--- src/rtl/display_scan_controller.sv ---
// Multiplexed 7-segment scan controller: one shared BCD decoder, NUM_DIGITS digit enables.
// Words arrive via valid/ready into a shadow register and go live only at a frame boundary.
module display_scan_controller #(
   parameter int NUM_DIGITS = 4,
   parameter int PRESCALE   = 50000
) (
   input  logic                    CLOCK_50,
   input  logic                    RST,
   input  logic                    LOAD_VALID,
   output logic                    LOAD_READY,
   input  logic [4*NUM_DIGITS-1:0] LOAD_DATA,
   input  logic                    BLANK_LZ,
   output logic [3:0]              DIG_CODE,
   output logic [NUM_DIGITS-1:0]   DIG_SEL,
   output logic                    FRAME_DONE
);

   localparam int DW = 4 * NUM_DIGITS;
   localparam int IW = $clog2(NUM_DIGITS);
   localparam int PW = (PRESCALE > 1) ? $clog2(PRESCALE) : 1;

   typedef enum logic {IDLE, SCAN} state_t;

   state_t          state_q, state_d;
   logic [DW-1:0]   shadow_q, shadow_d;
   logic            shadow_full_q, shadow_full_d;
   logic [DW-1:0]   active_q, active_d;
   logic [IW-1:0]   idx_q, idx_d;
   logic [PW-1:0]   pre_q, pre_d;
   logic            frame_done_q, frame_done_d;

   logic            accept;
   logic            slot_end;
   logic            boundary;
   logic [DW-1:0]   shifted;

   always_ff @(posedge CLOCK_50 or posedge RST) begin
      if (RST) begin
         state_q       <= IDLE;
         shadow_q      <= '0;
         shadow_full_q <= 1'b0;
         active_q      <= '0;
         idx_q         <= '0;
         pre_q         <= '0;
         frame_done_q  <= 1'b0;
      end else begin
         state_q       <= state_d;
         shadow_q      <= shadow_d;
         shadow_full_q <= shadow_full_d;
         active_q      <= active_d;
         idx_q         <= idx_d;
         pre_q         <= pre_d;
         frame_done_q  <= frame_done_d;
      end
   end

   always_comb begin
      state_d       = state_q;
      shadow_d      = shadow_q;
      shadow_full_d = shadow_full_q;
      active_d      = active_q;
      idx_d         = idx_q;
      pre_d         = pre_q;
      frame_done_d  = 1'b0;
      accept        = LOAD_VALID & ~shadow_full_q;
      slot_end      = (pre_q == PW'(PRESCALE - 1));
      boundary      = (state_q == SCAN) & slot_end & (idx_q == IW'(NUM_DIGITS - 1));

      case (state_q)
         IDLE: begin
            if (accept) begin
               shadow_d      = LOAD_DATA;
               shadow_full_d = 1'b1;
            end else if (shadow_full_q) begin
               active_d      = shadow_q;
               shadow_full_d = 1'b0;
               idx_d         = '0;
               pre_d         = '0;
               state_d       = SCAN;
            end
         end
         SCAN: begin
            if (slot_end) begin
               pre_d = '0;
               idx_d = (idx_q == IW'(NUM_DIGITS - 1)) ? '0 : idx_q + IW'(1);
            end else begin
               pre_d = pre_q + PW'(1);
            end
            // A word arriving on the boundary edge bypasses the shadow so it is never a frame late.
            if (boundary) begin
               frame_done_d = 1'b1;
               if (shadow_full_q) begin
                  active_d      = shadow_q;
                  shadow_full_d = 1'b0;
               end else if (accept) begin
                  active_d = LOAD_DATA;
               end
            end else if (accept) begin
               shadow_d      = LOAD_DATA;
               shadow_full_d = 1'b1;
            end
         end
         default: state_d = IDLE;
      endcase
   end

   always_comb begin
      DIG_SEL  = '0;
      DIG_CODE = 4'hF;
      shifted  = active_q >> (4 * idx_q);
      if (state_q == SCAN) begin
         DIG_SEL = NUM_DIGITS'(1) << idx_q;
         // Digits idx..ND-1 are all zero exactly when the shifted word is zero.
         if (BLANK_LZ && (idx_q != '0) && (shifted == '0))
            DIG_CODE = 4'hF;
         else
            DIG_CODE = shifted[3:0];
      end
   end

   assign LOAD_READY = ~shadow_full_q;
   assign FRAME_DONE = frame_done_q;

endmodule

--- config.mk ---
export PLATFORM = sky130hd
export DESIGN_NAME = display_scan_controller
export DESIGN_NICKNAME = d
export VERILOG_FILES = /design/src/rtl/display_scan_controller.sv
export SDC_FILE = /design/constraint.sdc
export NUM_CORES = 1
export LEC_CHECK = 0
export ABC_AREA = 0
export ABC_CLOCK_PERIOD_IN_PS = 6800
export CORE_AREA = 2 2 90 66
export DETAILED_ROUTE_END_ITERATION = 12
export DIE_AREA = 0 0 92 68
export DONT_BUFFER_PORTS = 1
export GPL_TIMING_DRIVEN = 0
export PLACE_DENSITY = 0.66
export SETUP_SLACK_MARGIN = 0.1
export SYNTH_ARGS = -nofsm -noshare
export SYNTH_HDL_FRONTEND = slang
export SYNTH_SLANG_ARGS = --single-unit
--- constraint.sdc ---
create_clock -name CLOCK_50 -period 6.8 [get_ports CLOCK_50]
set_input_delay 1.36 -clock CLOCK_50 [delete_from_list [all_inputs] [get_ports CLOCK_50]]
set_output_delay 1.36 -clock CLOCK_50 [all_outputs]
set_load 0.02 [all_outputs]
# Yosys cells after proc, flatten, opt, wreduce, memory -nomap -nowiden
# Cells that the tools add are included.
# totals
reg_bits	53
inputBits	20
output_inout_bits	10
word_cells	62
# op_classes
n_addsub	2
eq_ne	9
shifts	2
mux	30
n_bitwise	5
n_reduce_logical	7
# ops
op	n
two-way mux 16 bit	10
one-hot mux 16 bit (2 select lines)	3
adder 16 x 1 -> 16 bit (second input constant)	1
== test 16 bit (second input constant)	1
zero test 16 bit	1
>> shifter 16 x 4 -> 16 bit	1
two-way mux 4 bit	3
two-way mux 1 bit	8
two-way mux 2 bit	4
inequality test 2 bit (second input constant)	3
inequality test 3 x 1 -> 1 bit (second input constant)	2
inequality test 2 x 1 -> 1 bit (second input constant)	2
one-hot mux 2 bit (2 select lines)	1
AND reduction 4 bit	1
left shift 1 x 2 -> 4 bit (first input constant)	1
AND 1 bit	3
AND reduction 3 bit	1
adder 2 x 1 -> 2 bit (second input constant)	1
== test 2 bit (second input constant)	1
logical AND 1 bit	2
inverter 1 bit	2
one-hot mux 1 bit (2 select lines)	1
AND reduction 2 bit	1
nonzero test 2 bit	1

# Logic depth before layout (Yosys ltp)
# depth
ltp_word	6
mapped_depth	8
mapped_depth_nobuf	7

# Least setup slack after synthesis
# OpenSTA, ideal clock, no wires.
# synth_path
path_type	input to output
from	input BLANK_LZ
to	output DIG_CODE[0]
arrival_ns	2.266
slack_ns	3.174
path_stages	4
n_path_buf	0
path_cell_list	o211ai_1 or4_1 nor2_1 or3_1
# synth_via
elab_chain_cells	4
# synth_rtl
element	line	text
from (decl)	12	input logic BLANK_LZ,
logical AND 1 bit (2 in series)	114	if (BLANK_LZ && (idx_q != '0) && (shifted == '0))
two-way mux 4 bit	114	
two-way mux 4 bit	111	if (state_q == SCAN) begin
to (decl)	13	output logic [3:0] DIG_CODE,
# Every way passes these cells.

# Worst setup path after layout
# layout_path
from	register idx_q[0]
to	output DIG_CODE[2]
# layout_via
elab_chain_cells	5
elab_cells_between_ends	7
classes_between	shift (1); mux (2); reduce/logical (4)
# layout_rtl
element	line	text
from (decl)	28	logic [IW-1:0] idx_q, idx_d;
from (signal assigned)	51	idx_q <= idx_d;
>> shifter 16 x 4 -> 16 bit or nonzero test 2 bit (tied branches)	110, 114	
zero test 16 bit or logical AND 1 bit (tied branches)	114	
logical AND 1 bit	114	
two-way mux 4 bit *	114	
two-way mux 4 bit *	111	
# Mark *: on every way between the ends. The rest lies on a longest branch, timed or not.

==> out/qor.yml <==
post-route-period-util_pct: 54.71
fin_worst_skew_ns: 0.007627
via_per_inst: 5.719
cts_buffer_depth: 2
worstPathMaxFanout: 10
drive_above_1_share_pct: 17.37
min_path_type: "reg -> reg"
grt_pass1_vias: 1791
tns_ns: 0
synth_top_area_share_pct: 48.42
relSlewSlack_pct: 61.40
grt_pass1_wl_um: 9349
p_int_mw: 0.5694
finalWorstSetupSlack_ns: 3.080
synth_compound_area_share_pct: 13.80
drt-total-wl_um: 5643
p_switching_mw: 0.1963
cts-root-buf: "clkbuf_8"
portBuffers: 0
nets: 283
gp_congestion: 0.9044
p_per_area_nw_per_um2: 256.4
num_vias: 1910
vdd_drop_max_mv: 0.1358
synth_area_per_cell_um2: 10.96
diodes: 0
worstMarginPinSlew_ns: 0.5773
final_common_cell: "dfrtp_1"
syn_area_um2: 2739
die-height_um: 68
ys_ff_latch: 53
start_util_pct: 50.09
rsz0062_at_grt: "no"
slew_violations: 0
multi_input_area_um2: 1292
rows: 23
status: "finished clean"
die_w_um: 92
track_usage_pct: 19.56
syn_inst: 250
ant_nets: 0
synth_seq_area_share_pct: 48.42
first_iter_violations: 120
dp_hpwl_um: 4082
critical_path_class: "reg -> out"
clock.fmax_mhz: 268.8
maxCapViolCount: 0
seqCellArea_um2: 1326
htree_levels: 2
layout_common_cells: "53 x dfrtp_1, 35 x o21ai_0, 17 x mux2i_1"
cts_hold_buffers: 0
drc: 0
synth_xor_area_share_pct: 1.599
grt_max_degree: 32
grt_antenna_before_repair: 0
pin_count: 30
hold_viol: 0
gr-total-overflow: 0
setup_violations: 0
p_leak_nw: 1.287
routedWlPerCell_um: 16.90
path_clk_slew_ns: 0.10
core_area_um2: 5468
area_growth_pct: 9.045
startpoint_type: "register"
crit_arrival_ns: 2.36
synth_area_leaders: "dfrtp_1 48%, mux2_2 6.6%, o21ai_0 6.4%, mux2i_1 6.2%, mux4_2 3.3%"
die-area_um2: 6256
seqPwrFrac_pct: 53.2
numCtsBuffers: 5
synth.distinct_cells: 45
synth_nets: 275
fin_total_pwr_mw: 0.7657
synthMuxAreaShare_pct: 16.08
cts_sinks: 53
nFillCells: 489
insertion_delay_ns: 0.31
yosys.area_share.adder_pct: 2.284
pwr-share-comb_pct: 14.0
synth_top_area_cell: "dfrtp_1"
period_needed_ns: 3.720
first_pass_iters: 4
synth_top_family_by_area: "multiplexers"
end_kind: "output port"
dp_slack_ns: 3.102
cts_tree: "yes"
switching_share_pct: 25.64
yosys.area_share.simple_pct: 13.43
postCtsSetupBuffers: 0
yosys_warnings: 0
cts_resized: 0
clockPowerShare_pct: 32.8
cp.required_ns: 5.44
-- state kept, by name, summed over array words and instances, names as in the netlist --
register	count
shadow_q	16
FRAME_DONE	1
active_q	16
pre_q	16
state_q	1
idx_q	2
shadow_full_q	1
-- critical path, stage by stage, from the launching register on --
cell and delay (ns):
dfrtp_1 0.38, buf_4 0.20, mux4_2 0.53, or4_1 0.52, nor2_1 0.16, or3_1 0.26
-- final timing paths --
kind                              start      endpoint  slack [ns]  cells after the start
max                            idx_q[0]   DIG_CODE[2]        3.08                      5
min                        shadow_q[10]  shadow_q[10]        0.51                      1
max reg2reg                    pre_q[0]   shadow_q[5]        4.48                      6
min reg2reg                shadow_q[10]  shadow_q[10]        0.51                      1
max in group asynchronous           RST      pre_q[3]        5.30                      2
min in group asynchronous           RST  shadow_q[11]        0.96                      1
-- synth_stat cells (all sizes together) --
master	count
nor4	3
a22o	2
nand4	2
and3	5
nor3	1
o22ai	1
nand3	4
o21ai	45
a21oi	7
and4	3
clkbuf	6
ha	5
o211ai	2
inv	9
and2	5
o21a	1
or2	1
nand2	16
xnor2	2
mux2i	17
a31oi	8
buf	7
o2bb2ai	1
mux4	4
or3	6
and3b	1
nor2	7
clkinv	1
mux2	16
dfrtp	53
xor2	3
and4b	2
or4	2
nand2b	2
-- power groups by stage --
stage               clock (mW)  combinational (mW)  sequential (mW)
global placement             0               0.103            0.410
finish                   0.251               0.107            0.407
detailed placement           0               0.108            0.412
CTS                      0.258               0.108            0.406
floorplan                    0              0.0903            0.399
global route             0.270               0.121            0.414
-- stage by stage --
step / cell area (um2) / hold WS, ns / util, % / std cells
6_report: 2987 / 0.5118 / 54.62 / 334
2_1_floorplan: 2739 / 0.4645 / - / 250
3_3_place_gp: 2833 / 0.4856 / 51.81 / 325
5_1_grt: 2987 / 0.5228 / 54.62 / 334
4_1_cts: 2987 / 0.5147 / 54.62 / 334
3_5_place_dp: 2853 / 0.4919 / 52.17 / 326
-- layer usage --
layer / GRT usage, % / wire length, um / vias to the layer above
li1: - / - / 926
met3: 4.846 / 306 / 9
met2: 26.93 / 2226 / 54
met1: 30.52 / 3056 / 921
met5: 0 / 0 / -
met4: 5.037 / 54 / 0
-- final cells by class --
| class | count | share of cell area [%] |
|---|---|---|
| clock buffers | 5 | 2.304 |
| inverters | 10 | 1.257 |
| repair buffers | 1 | 0.6703 |
| well taps | 75 | 3.142 |
| clock inverters | 3 | 2.178 |
| flip-flops and latches | 53 | 44.41 |
| plain buffers | 13 | 2.765 |
| multi-input cells | 174 | 43.28 |
-- cell families after synthesis --
kind of cell    after synthesis
compound gates               67
xor+xnor                      5
fa+ha+maj                     5
buf+inv                      23
flops                        53
mux                          37
simple gates                 60
No activity file was read; power rests on OpenSTA's default activity.
